$ cat config.mk
export PLATFORM = sky130hd
export DESIGN_NAME = register_file_dual_port_flat
export DESIGN_NICKNAME = d
export VERILOG_FILES = /design/src/rtl/register_file_dual_port_if.sv /design/src/rtl/register_file_dual_port.sv /design/src/flat_wrapper.sv
export SDC_FILE = /design/constraint.sdc
export NUM_CORES = 1
export LEC_CHECK = 0
export ABC_CLOCK_PERIOD_IN_PS = 5600
export BUFFER_PORTS_ARGS = -buffer_cell sky130_fd_sc_hd__buf_2
export CAP_MARGIN = 5
export CORE_AREA = 2 2 151 153
export CTS_CLUSTER_DIAMETER = 50
export DETAILED_ROUTE_END_ITERATION = 6
export DIE_AREA = 0 0 153 155
export MAX_ROUTING_LAYER = met4
export PLACE_DENSITY_LB_ADDON = 0.12
export SYNTH_ARGS = -nofsm -noshare
export SYNTH_HDL_FRONTEND = slang
export SYNTH_SLANG_ARGS = --single-unit
$ cat constraint.sdc
create_clock -name clk -period 5.6 [get_ports clk]
set_input_delay 0.56 -clock clk [delete_from_list [all_inputs] [get_ports clk]]
set_output_delay 0.56 -clock clk [all_outputs]
set_load 0.01 [all_outputs]
$ cat src/rtl/register_file_dual_port_if.sv
// Request/response bundle for register_file_dual_port.
//   master: drives write/read requests, receives read results, error flags,
//           exported registers and update strobes.
//   slave : the register file itself.
interface register_file_dual_port_if #(
  parameter int DATA_WIDTH         = 8,
  parameter int ADDRESS_WIDTH      = 4,
  parameter int EXPORTED_REGISTERS = 4
);
  logic                                     write_enable;
  logic [ADDRESS_WIDTH-1:0]                 write_address;
  logic [DATA_WIDTH-1:0]                    write_data;
  logic [DATA_WIDTH-1:0]                    write_mask;
  logic                                     read_enable;
  logic [ADDRESS_WIDTH-1:0]                 read_address;
  logic [DATA_WIDTH-1:0]                    read_data;
  logic                                     read_data_valid;
  logic                                     read_error;
  logic                                     write_error;
  logic [EXPORTED_REGISTERS*DATA_WIDTH-1:0] registers_out;
  logic [EXPORTED_REGISTERS-1:0]            update_strobe;

  modport master (
    output write_enable, write_address, write_data, write_mask,
           read_enable, read_address,
    input  read_data, read_data_valid, read_error, write_error,
           registers_out, update_strobe
  );

  modport slave (
    input  write_enable, write_address, write_data, write_mask,
           read_enable, read_address,
    output read_data, read_data_valid, read_error, write_error,
           registers_out, update_strobe
  );
endinterface

$ cat src/rtl/register_file_dual_port.sv
// Dual-port register file: one masked write and one read per cycle, with
// write-first bypass on same-address collisions, range checking on both
// ports, and the low EXPORTED_REGISTERS registers exported as a flat bus with
// per-register one-cycle update strobes.
// Ports:
//   clk   - rising-edge clock
//   reset - synchronous, active-low
//   bus   - register_file_dual_port_if.slave (requests in, results out)
module register_file_dual_port #(
  parameter int DATA_WIDTH          = 8,
  parameter int REGISTER_FILE_DEPTH = 16,
  parameter int EXPORTED_REGISTERS  = 4
) (
  input  logic                     clk,
  input  logic                     reset,
  register_file_dual_port_if.slave bus
);
  localparam int ADDRESS_WIDTH = $clog2(REGISTER_FILE_DEPTH);
  // One extra bit so DEPTH itself is representable for the range compare.
  localparam logic [ADDRESS_WIDTH:0] DEPTH_LIMIT = (ADDRESS_WIDTH + 1)'(REGISTER_FILE_DEPTH);

  logic [DATA_WIDTH-1:0] storage [REGISTER_FILE_DEPTH];

  logic                    write_in_range;
  logic                    read_in_range;
  logic                    write_accept;
  logic                    collision;
  logic [DATA_WIDTH-1:0]   write_old;
  logic [DATA_WIDTH-1:0]   write_merged;
  logic [EXPORTED_REGISTERS-1:0] strobe_next;

  logic [DATA_WIDTH-1:0]         read_data_q;
  logic                          read_data_valid_q;
  logic                          read_error_q;
  logic                          write_error_q;
  logic [EXPORTED_REGISTERS-1:0] update_strobe_q;
  logic [EXPORTED_REGISTERS*DATA_WIDTH-1:0] exported;

  always_comb begin
    write_in_range = {1'b0, bus.write_address} < DEPTH_LIMIT;
    read_in_range  = {1'b0, bus.read_address} < DEPTH_LIMIT;
    write_accept   = bus.write_enable && write_in_range;
    write_old      = write_in_range ? storage[bus.write_address] : '0;
    write_merged   = (write_old & ~bus.write_mask) | (bus.write_data & bus.write_mask);
    // Write-first: a read of the register being written sees the merged value.
    collision      = write_accept && bus.read_enable &&
                     (bus.write_address == bus.read_address);
    strobe_next    = '0;
    for (int unsigned k = 0; k < EXPORTED_REGISTERS; k++) begin
      strobe_next[k] = write_accept && (bus.write_address == ADDRESS_WIDTH'(k));
    end
  end

  always_ff @(posedge clk) begin
    if (!reset) begin
      for (int unsigned i = 0; i < REGISTER_FILE_DEPTH; i++) begin
        storage[i] <= '0;
      end
      read_data_q       <= '0;
      read_data_valid_q <= 1'b0;
      read_error_q      <= 1'b0;
      write_error_q     <= 1'b0;
      update_strobe_q   <= '0;
    end else begin
      if (write_accept) begin
        storage[bus.write_address] <= write_merged;
      end
      write_error_q     <= bus.write_enable && !write_in_range;
      update_strobe_q   <= strobe_next;
      read_data_valid_q <= bus.read_enable;
      read_error_q      <= bus.read_enable && !read_in_range;
      if (bus.read_enable) begin
        if (!read_in_range) begin
          read_data_q <= '0;
        end else if (collision) begin
          read_data_q <= write_merged;
        end else begin
          read_data_q <= storage[bus.read_address];
        end
      end
    end
  end

  always_comb begin
    exported = '0;
    for (int unsigned k = 0; k < EXPORTED_REGISTERS; k++) begin
      exported[k*DATA_WIDTH +: DATA_WIDTH] = storage[k];
    end
  end

  assign bus.read_data       = read_data_q;
  assign bus.read_data_valid = read_data_valid_q;
  assign bus.read_error      = read_error_q;
  assign bus.write_error     = write_error_q;
  assign bus.update_strobe   = update_strobe_q;
  assign bus.registers_out   = exported;
endmodule

$ cat src/flat_wrapper.sv
// flat-port wrapper written by rule: the top's interface ports become plain ports
module register_file_dual_port_flat 
#(
  parameter int DATA_WIDTH          = 8,
  parameter int REGISTER_FILE_DEPTH = 16,
  parameter int EXPORTED_REGISTERS  = 4
)
  (clk, reset, bus_write_enable, bus_write_address, bus_write_data, bus_write_mask, bus_read_enable, bus_read_address, bus_read_data, bus_read_data_valid, bus_read_error, bus_write_error, bus_registers_out, bus_update_strobe);
  register_file_dual_port_if #(.DATA_WIDTH(DATA_WIDTH), .ADDRESS_WIDTH(4), .EXPORTED_REGISTERS(EXPORTED_REGISTERS)) bus_i ();
  input  logic clk;
  input  logic reset;
  input wire logic [$bits(bus_i.write_enable)-1:0] bus_write_enable;
  input wire logic [$bits(bus_i.write_address)-1:0] bus_write_address;
  input wire logic [$bits(bus_i.write_data)-1:0] bus_write_data;
  input wire logic [$bits(bus_i.write_mask)-1:0] bus_write_mask;
  input wire logic [$bits(bus_i.read_enable)-1:0] bus_read_enable;
  input wire logic [$bits(bus_i.read_address)-1:0] bus_read_address;
  output wire logic [$bits(bus_i.read_data)-1:0] bus_read_data;
  output wire logic [$bits(bus_i.read_data_valid)-1:0] bus_read_data_valid;
  output wire logic [$bits(bus_i.read_error)-1:0] bus_read_error;
  output wire logic [$bits(bus_i.write_error)-1:0] bus_write_error;
  output wire logic [$bits(bus_i.registers_out)-1:0] bus_registers_out;
  output wire logic [$bits(bus_i.update_strobe)-1:0] bus_update_strobe;
  assign bus_i.write_enable = bus_write_enable;
  assign bus_i.write_address = bus_write_address;
  assign bus_i.write_data = bus_write_data;
  assign bus_i.write_mask = bus_write_mask;
  assign bus_i.read_enable = bus_read_enable;
  assign bus_i.read_address = bus_read_address;
  assign bus_read_data = bus_i.read_data;
  assign bus_read_data_valid = bus_i.read_data_valid;
  assign bus_read_error = bus_i.read_error;
  assign bus_write_error = bus_i.write_error;
  assign bus_registers_out = bus_i.registers_out;
  assign bus_update_strobe = bus_i.update_strobe;
  register_file_dual_port #(.DATA_WIDTH(DATA_WIDTH), .REGISTER_FILE_DEPTH(REGISTER_FILE_DEPTH), .EXPORTED_REGISTERS(EXPORTED_REGISTERS)) u_core (.clk(clk), .reset(reset), .bus(bus_i));
endmodule
# Word-level counts from Yosys, hierarchy flattened
# Memories as Yosys holds them, arrays and structs flattened. A register that Yosys moved wholly into a read port is not among the register bits.
# Index checks and enable logic that the tools add are counted.
# classes
n_reduce_logical	7
muxes	7
n_eq_ne	3
n_bitwise	4
# ops
operator	n
$and 8x8->8	2
$eq 4x2->1 const B	2
$mux 8	1
$not 8->8	1
$or 8x8->8	1
$reduce_or 8->1	1
$mux 1	5
$eq 4x1->1 const B	1
$logic_and 1x1->1	4
$logic_not 4->1	1
$mux 4	1
$logic_not 1->1	1
# totals
wordCells	24
out_inout_bits	47
register_bits	5
ramBits	128
in_bits	28
mem_count	1
# mem_list
memory	words	word_bits	rd	rd_ports_with_merged_regs	write_ports	line_no	rtl
u_core.storage	16	8	6	1	16	register_file_dual_port.sv:22	logic [DATA_WIDTH-1:0] storage [REGISTER_FILE_DEPTH];

# Longest topological paths before layout
# Gate-level depths: netlist of run 1.
# logic_depth
depth_word	5
mapped_depth	9
depth_no_buf	5

# Least setup slack after synthesis of run 1
# Ideal clock, no wire load.
# synth_path
kind	input to register
startpoint	input bus_write_address[3]
endpoint	memory u_core.storage[3][0], enable pin
t_arrival_ps	1831
path_stages	5
n_path_buf	2
setup_slack_ps	3438
setup_time_ps	331
required_ps	5269
path_cell_list	buf_2 -> buf_2 -> nor3_1 -> nand3_1 -> nand2_1
# synth_lines
item	line_no	rtl
start: declaration	flat_wrapper.sv:13	input wire logic [$bits(bus_i.write_address)-1:0] bus_write_address;
end: declaration	register_file_dual_port.sv:22	

==> key figures, run 1 <==
Clocking
  – Num CTS Buffers: 17
  – Post_cts resized: 0
  – Longest Clk Path Bufs: 2
  – Cts hold-fix bufs: 0
  – CTS tree: built
  – H-tree depth: 4
  – Clk root buf: clkbuf_16
  – Worst skew pair latency: 0.43 ns
  – Clock Sinks: 141
  – Post-CTS setup buffer count: 0
  – Reg clk slew, reported paths: 0.06 ns

Yosys
  – Cell variety after synth: 42
  – Syn Std Cell Area: 7580 um2
  – Area leader, netlist: edfxtp_1
  – Largest cells by area after synthesis: edfxtp_1, mux4_2, nor2_1
  – EDFF count, synth: 128
  – Register area share after synthesis: 0.541
  – Synthesized area per cell: 13.1 um2
  – Synth top area share: 0.507
  – Count leader, synth: edfxtp_1
  – Commonest cells post-synth: edfxtp_1, nor2_1, mux4_2, nand2_1, mux2i_1
  – Seq cells post-synth: 141
  – Synth Instances: 577
  – Synth async-reset ratio: 0
  – Synth warn: 0
  – Top FF cell, synth: edfxtp_1

Critical path
  – Worst EP required: 5.74 ns
  – Reg2reg setup slack: 2.99 ns
  – Slowest cell delay on critical path: 1.00 ns
  – Worst r2r src: u_core.storage[15][0]
  – Crit Path Category: in -> reg
  – Crit start category: input port
  – Critical Path End Type: flop
  – WP buf/inv: 2
  – Critical Path Fanout Max: 21
  – Arrival @ worst endpoint: 3.48 ns
  – Cells along the critical path: buf_2 -> buf_4 -> mux2_2 -> a222oi_1 -> a32o_1 -> nor2_1
  – Worst path depth: 6
  – Critical R2R Capture: u_core.storage[9][0]
  – Top delay family on crit path: compound AO/OA/AOI/OAI gates
  – Slowest CP cell: a32o_1
  – R2R depth: 4

Timing
  – Setup TNS: 0 ns
  – Crit path setup slack, layout: 2.26 ns
  – Hold_ws: 0.452 ns
  – Fmax: 299 MHz
  – Skew final: 0.0119 ns
  – Min Tclk post-route: 3.34 ns
  – Worst Max-Slew Pin Slew: 1.11 ns
  – Finish-stage setup viols: 0
  – Max-slew violations: 0
  – Hold Violations, Final: 0
  – Fin crit share: 0.597
  – RSZ-0062 raised after global routing: no
  – Max_slew headroom: 0.262

Worst hold path
  – HP Start: bus_read_enable
  – Path category of the worst min-delay check: in -> reg
  – Cells on Worst Hold Path: 2
  – Hold EP: u_core.bus.read_data[4]

Power
  – Total power: 2.82 mW
  – PwrDens: 327 nW/um2
  – Peak supply drop: 0.188 mV
  – Leak: 3.29 nW

Global route
  – First-pass GRT wire length: 34700 um
  – All-Layer GR Usage: 0.209
  – Pin count of the biggest net entering global routing: 34
  – Grt ovf: 0
  – Vias in the first global route: 5109
  – Initial antenna violation count: 0

Floorplan
  – I/O pin cnt: 75
  – Core area: 22200 um2
  – DIE AREA: 23700 um2
  – # rows: 55
  – Die width: 153 um
  – Die Height: 155 um
  – Starting Density: 0.341

Placed design
  – DP HPWL: 16100 um
  – Routability cong.: 0.814
  – PortBufs: 72
  – Placed cell count: 884
  – Worst Setup Slack post-DPL: 1.89 ns
  – Placement-stage cell area: 7960 um2

Detailed routing
  – Vias per inst: 5.57
  – WL/cell: 25.9 um
  – Via count: 5103
  – Drt first pass iters: 5
  – Antenna viol nets, final: 0
  – DRC: 0
  – DRT iter0 DRCs: 433
  – Total wire length: 23700 um

Final layout
  – Ant diodes: 0
  – Final core utilization: 0.388
  – Final nets: 646
  – Share of cells above drive strength 1: 0.328
  – P&R area growth vs syn: 13.7%
  – Post-route insts no fill: 916
  – Final instance area: 8620 um2

Job
  – Max Cap Viol: 0

Outcome
  – Status: complete, no violations
placed cells by master (no fill, tap or decap), drive strengths merged, types with 9 or more instances in the layout:
master	synthesis	final
nor2	130	130
inv	11	16
nand2	39	39
buf	39	75
mux2	34	34
edfxtp	128	128
o211ai	9	9
mux4	40	40
a31oi	15	15
clkbuf	15	17
dfxtp	13	13
and3b	9	9
mux2i	37	37
flip-flops by register name, indices dropped and copies added, names as in the netlist:
name                        flops
u_core.bus.update_strobe        4
u_core.storage                128
u_core.bus.read_data            8
u_core.bus.read_data_valid      1
area by class of cell:
cell class                 count  area, um2
multi-input combinational    371       3070
fill                        2107      13600
clock inverter                15        233
tap                          285        357
inverter                      12       45.0
sequential                   141       4100
clock buffer                  17        425
timing repair buffer          75        383
worst max-delay path by stage:
stage                            endpoint            startpoint  slack [ns]
finish               u_core.storage[9][0]  bus_write_address[0]        2.26
global placement    u_core.storage[12][0]  bus_write_address[0]        1.91
detailed placement   u_core.storage[9][0]  bus_write_address[0]        1.89
global route         u_core.storage[8][0]  bus_write_address[0]        2.13
CTS                  u_core.storage[9][0]  bus_write_address[0]        2.35
floorplan            u_core.storage[3][0]  bus_write_address[3]        3.44
metal layers:
layer | routed length (um) | global-route usage | vias up
met1 | 10700 | 0.283 | 2615
met5 | 0 | - | -
met2 | 10900 | 0.312 | 201
li1 | - | - | 2249
met3 | 1250 | 0.0379 | 38
met4 | 811 | 0.0855 | 0
power breakdown:
| part | internal, mW | switching (mW) |
|---|---|---|
| combinational | 0.113 | 0.201 |
| clock | 0.799 | 0.487 |
| sequential | 1.19 | 0.0265 |
cell families (layout without fill, tap and decap cells):
kind of cell | after synthesis | count (layout) | synth area share
buf+inv | 66 | 119 | 0.0538
mux | 111 | 111 | 0.219
other cells | 1 | 2 | 0.000495
compound gates | 59 | 59 | 0.0619
simple gates | 195 | 195 | 0.119
xor+xnor | 4 | 4 | 0.00462
flops | 141 | 141 | 0.541
Note: power is estimated with default switching activity, not from simulation.
==> run 2, diff against run 1 <==
- ABC_CLOCK_PERIOD_IN_PS: 5600 -> 3500
- clock period: 5.6 -> 3.5 ns (I/O delays scaled with it)
==> run 2 against run 1 <==
Critical path depth did not move. Clock power is 41% higher. Sequential power grew 60%. Clock skew is 0.0034 ns lower. Largest cell class unchanged.
==> key figures, run 2 (synthesis results as in run 1) <==
Outcome
  – Status: complete, no violations

Global route
  – Vias in the first global route: 5338 (+4.5%)
  – First-pass GRT wire length: 36200 um (+4.4%)
  – Grt ovf: 0 (unchanged)
  – All-Layer GR Usage: 0.217 (+0.00827)
  – Pin count of the biggest net entering global routing: 30 (-12%)
  – Initial antenna violation count: 0 (unchanged)

Power
  – Peak supply drop: 0.300 mV (+60%)
  – Leak: 3.40 nW (+3.2%)
  – PwrDens: 489 nW/um2 (+50%)

Timing
  – Worst Max-Slew Pin Slew: 0.793 ns (-0.314 ns)
  – Hold_ws: 0.236 ns (-0.216 ns)
  – Setup TNS: 0 ns (unchanged)
  – RSZ-0062 raised after global routing: no
  – Finish-stage setup viols: 0 (unchanged)
  – Fin crit share: 0.678
  – Skew final: 0.00850 ns (-0.00340 ns)
  – Hold Violations, Final: 0 (unchanged)
  – Fmax: 421 MHz
  – Max-slew violations: 0 (unchanged)
  – Min Tclk post-route: 2.37 ns
  – Max_slew headroom: 0.472 (+0.210)
  – Crit path setup slack, layout: 1.13 ns (-1.13 ns)

Detailed routing
  – Antenna viol nets, final: 0 (unchanged)
  – Vias per inst: 5.45 (-2.1%)
  – DRT iter0 DRCs: 572 (+32%)
  – DRC: 0 (unchanged)
  – WL/cell: 25.8 um (-0.37%)
  – Total wire length: 24300 um (+2.7%)
  – Via count: 5146 (+0.84%)
  – Drt first pass iters: 5 (unchanged)

Clocking
  – Clock Sinks: 141 (unchanged)
  – Reg clk slew, reported paths: 0.06 ns (about the same)
  – Worst skew pair latency: 0.42 ns (about the same)
  – Post-CTS setup buffer count: 0 (unchanged)
  – Num CTS Buffers: 17 (unchanged)
  – H-tree depth: 4 (unchanged)
  – CTS tree: built
  – Clk root buf: clkbuf_16
  – Cts hold-fix bufs: 0 (unchanged)
  – Post_cts resized: 0 (unchanged)
  – Longest Clk Path Bufs: 2 (unchanged)

Critical path
  – Arrival @ worst endpoint: 2.43 ns (-1.05 ns)
  – Cells along the critical path: buf_2 -> buf_4 -> nand2_1 -> nor2_1 -> nand2_1 -> nand2_1
  – Critical Path Fanout Max: 29 (+38%)
  – Crit start category: input port
  – Crit Path Category: in -> reg
  – Worst EP required: 3.55 ns (-2.19 ns)
  – Slowest CP cell: buf_2
  – Critical Path End Type: flop
  – Slowest cell delay on critical path: 0.59 ns (-0.41 ns)
  – Cell repeated most along the worst path: nand2_1

Final layout
  – Share of cells above drive strength 1: 0.351 (+0.0225)
  – Number of flip-flops in the largest register: 128 (unchanged)
  – Most frequent cells in the layout: edfxtp_1, nor2_1, buf_2
  – Final nets: 676 (+4.6%)
  – P&R area growth vs syn: 16.1%
  – Commonest non-fill, non-tap cell in the layout: edfxtp_1
  – Biggest register: u_core.storage
  – Post-route insts no fill: 944 (+3.1%)
  – Ant diodes: 0 (unchanged)

Placed design
  – DP HPWL: 16900 um (+5.0%)
  – Placed cell count: 914 (+3.4%)
  – Worst Setup Slack post-DPL: 0.639 ns (-1.25 ns)
  – PortBufs: 72 (unchanged)
  – Routability cong.: 0.798 (-2.0%)

Floorplan
  – Starting Density: 0.341 (unchanged)
  – Core area: 22200 um2 (unchanged)
  – Die Height: 155 um (unchanged)
  – DIE AREA: 23700 um2 (unchanged)
  – Die width: 153 um (unchanged)
  – # rows: 55 (unchanged)
  – I/O pin cnt: 75 (unchanged)

Job
  – Max Cap Viol: 0 (unchanged)

Worst hold path
  – Path category of the worst min-delay check: in -> reg
run 2: cell count changes in the layout (fill, tap and decap cells not counted), sizes merged:
cell      change
buf          +30
bufinv        -2
clkbuf        +3
clkinv        +1
clkinvlp      +1
inv           -5
run 2: worst max-delay path, delay by kind of cell:
family        cells  cell delay [ns]
simple gates      4             1.19
buf+inv           2             0.86
run 2: final cells by class:
type | count | area, um2
tap | 285 | 357
sequential | 141 | 4100
clock buffer | 20 | 437
timing repair buffer | 105 | 646
fill | 2138 | 13400
clock inverter | 10 | 144
multi-input combinational | 371 | 3070
inverter | 12 | 45.0
run 2: worst paths after layout:
kind	from	to	slack, ns	cells after the start
min reg2reg	u_core.bus.read_data[4]	u_core.bus.read_data[4]	0.53	2
max	bus_write_address[3]	u_core.storage[13][5]	1.13	6
max reg2reg	u_core.storage[0][7]	u_core.storage[14][7]	1.36	5
min	bus_read_enable	u_core.bus.read_data[4]	0.24	2
run 2: through the flow:
stage / power [mW] / cell area, um2 / utilization
finish: 4.31 / 8800 / 0.396
global route: 4.45 / 8800 / 0.396
CTS: 4.33 / 8800 / 0.396
detailed placement: 2.52 / 8220 / 0.370
global placement: 2.51 / 8220 / 0.370
floorplan: 2.33 / 7580 / -
run 2: power by group:
part | internal [mW] | switching (mW)
Sequential | 1.90 | 0.0435
Combinational | 0.209 | 0.328
Clock | 1.11 | 0.709
Total | 3.23 | 1.08
run 2: layer usage:
metal	global-route usage	routed length, um
met1	0.294	11100
met2	0.327	11300
met3	0.0409	1220
met4	0.0807	633
met5	-	0
==> run 3, diff against run 2 <==
- ABC_CLOCK_PERIOD_IN_PS: 3500 -> 2400
- clock period: 3.5 -> 2.4 ns (I/O delays scaled with it)
==> run 3 against run 2 <==
Sequential share of layout area decreased by 1.7 points. Critical path depth unchanged. Flip-flop and latch count unchanged. Sequential power is 46% higher. Design area rose by 3.8%. Non-clock buffer count up 23. Register-to-register slack worse by 1.1 ns. Via count up 2.7%. Routed wire length is essentially flat. Clock power rose by 57%. Critical endpoint is now u_core.storage[8][5]. Highest routed layer unchanged.
==> key figures, run 3 (synthesis results as in run 1) <==
Final layout
  – Post-route insts no fill: 969 (+2.6%)
  – Final nets: 699 (+3.4%)
  – Biggest register: u_core.storage
  – Commonest non-fill, non-tap cell in the layout: edfxtp_1
  – P&R area growth vs syn: 20.6%
  – Number of flip-flops in the largest register: 128 (unchanged)
  – Most frequent cells in the layout: edfxtp_1, nor2_1, buf_2
  – Share of cells above drive strength 1: 0.379 (+0.0281)
  – Final instance area: 9140 um2 (+3.8%)
  – Final core utilization: 0.411 (+0.0151)
  – Ant diodes: 0 (unchanged)

Critical path
  – Critical R2R Capture: u_core.storage[8][5]
  – Crit Path Category: reg -> reg
  – Cells along the critical path: mux4_2 -> o211ai_1 -> buf_4 -> a32o_1 -> buf_12 -> nor2_1
  – Critical Path End Type: flop
  – Slowest CP cell: mux4_2
  – Worst EP required: 2.57 ns (-0.98 ns)
  – Crit start category: flop
  – Critical Path Fanout Max: 14 (-52%)
  – Reg2reg setup slack: 0.26 ns (-1.10 ns)
  – R2R depth: 6 (+1)
  – Worst r2r src: u_core.storage[0][5]
  – Arrival @ worst endpoint: 2.31 ns (-0.12 ns)
  – Slowest cell delay on critical path: 0.48 ns (-0.11 ns)

Timing
  – Min Tclk post-route: 2.14 ns
  – Crit path setup slack, layout: 0.258 ns (-0.869 ns)
  – Setup TNS: 0 ns (unchanged)
  – Finish-stage setup viols: 0 (unchanged)
  – Fin crit share: 0.893
  – Skew final: 0.0109 ns (+0.00243 ns)
  – Hold_ws: 0.175 ns (-0.0614 ns)
  – Hold Violations, Final: 0 (unchanged)
  – RSZ-0062 raised after global routing: no
  – Max_slew headroom: 0.588 (+0.116)
  – Worst Max-Slew Pin Slew: 0.617 ns (-0.176 ns)
  – Max-slew violations: 0 (unchanged)
  – Fmax: 467 MHz

Power
  – Total power: 6.54 mW (+52%)
  – Leak: 3.58 nW (+5.2%)
  – Peak supply drop: 0.445 mV (+48%)
  – PwrDens: 715 nW/um2 (+46%)

Placed design
  – Placement-stage cell area: 8510 um2 (+3.5%)
  – Routability cong.: 0.814 (+1.9%)
  – Worst Setup Slack post-DPL: 0.0153 ns (-0.624 ns)
  – PortBufs: 72 (unchanged)
  – DP HPWL: 17200 um (+1.7%)
  – Placed cell count: 937 (+2.5%)

Floorplan
  – I/O pin cnt: 75 (unchanged)
  – # rows: 55 (unchanged)
  – Starting Density: 0.341 (unchanged)
  – DIE AREA: 23700 um2 (unchanged)
  – Die Height: 155 um (unchanged)
  – Core area: 22200 um2 (unchanged)
  – Die width: 153 um (unchanged)

Clocking
  – CTS tree: built
  – Reg clk slew, reported paths: 0.07 ns (about the same)
  – Clk root buf: clkbuf_16
  – Post-CTS setup buffer count: 0 (unchanged)
  – Cts hold-fix bufs: 0 (unchanged)
  – Worst skew pair latency: 0.42 ns (about the same)
  – Longest Clk Path Bufs: 2 (unchanged)
  – H-tree depth: 4 (unchanged)
  – Post_cts resized: 0 (unchanged)
  – Clock Sinks: 141 (unchanged)
  – Num CTS Buffers: 17 (unchanged)

Detailed routing
  – Antenna viol nets, final: 0 (unchanged)
  – DRT iter0 DRCs: 536 (-6.3%)
  – WL/cell: 25.1 um (-2.5%)
  – Vias per inst: 5.46 (about the same)
  – Via count: 5286 (+2.7%)
  – DRC: 0 (unchanged)
  – Drt first pass iters: 6 (+1)
  – Total wire length: 24300 um (about the same)

Global route
  – Pin count of the biggest net entering global routing: 34 (+13%)
  – Grt ovf: 0 (unchanged)
  – First-pass GRT wire length: 35900 um (-0.72%)
  – Initial antenna violation count: 0 (unchanged)
  – All-Layer GR Usage: 0.215 (-0.00175)
  – Vias in the first global route: 5337 (-0.019%)

Job
  – Max Cap Viol: 0 (unchanged)

Outcome
  – Status: complete, no violations

Worst hold path
  – Path category of the worst min-delay check: in -> reg
  – HP Start: bus_read_enable
  – Cells on Worst Hold Path: 2 (unchanged)
  – Hold EP: u_core.bus.read_data[4]
[run 3: changes by cell type in the layout (fill, tap and decap cells not counted), sizes merged]
cell,delta
buf,+23
inv,+6
clkinv,-4
clkbuf,-2
bufinv,+1
clkinvlp,+1
[run 3: critical path, delay by kind of cell (launching register included)]
family / cells / cell delay (ns)
mux: 1 / 0.48
compound gates: 2 / 0.56
simple gates: 1 / 0.05
buf+inv: 2 / 0.35
flops: 1 / 0.44
[run 3: cell type report]
class / instances / area, um2
inverters: 12 / 45.0
well taps: 285 / 357
repair buffers: 128 / 931
flip-flops and latches: 141 / 4100
clock inverters: 14 / 203
multi-input cells: 371 / 3070
clock buffers: 18 / 429
fillers: 2141 / 13100
[run 3: worst max-delay path by stage]
| stage | end | from | cells after the start |
|---|---|---|---|
| final | u_core.storage[8][5] | u_core.storage[0][5] | 6 |
| after global routing | u_core.storage[11][5] | u_core.storage[0][5] | 6 |
| after CTS | u_core.storage[1][5] | u_core.storage[0][5] | 6 |
| after detailed placement | u_core.storage[0][5] | bus_write_address[0] | 8 |
| after global placement | u_core.storage[0][5] | bus_write_address[0] | 8 |
| after floorplan | u_core.storage[3][0] | bus_write_address[3] | 5 |
[run 3: metal layers]
layer,global-route usage,vias up,part of all wire,wire (um)
met5,-,-,0,0
met4,0.0653,0,0.023,550
met3,0.0471,25,0.062,1510
met2,0.335,195,0.47,11500
met1,0.284,2712,0.44,10800
li1,-,2354,-,-
[run 3: where the power goes]
| group | switching [mW] | internal, mW | total [mW] | leakage, nW |
|---|---|---|---|---|
| combinational | 0.476 | 0.358 | 0.834 | 1.84 |
| sequential | 0.0680 | 2.78 | 2.84 | 1.43 |
| clock | 1.10 | 1.76 | 2.86 | 0.300 |
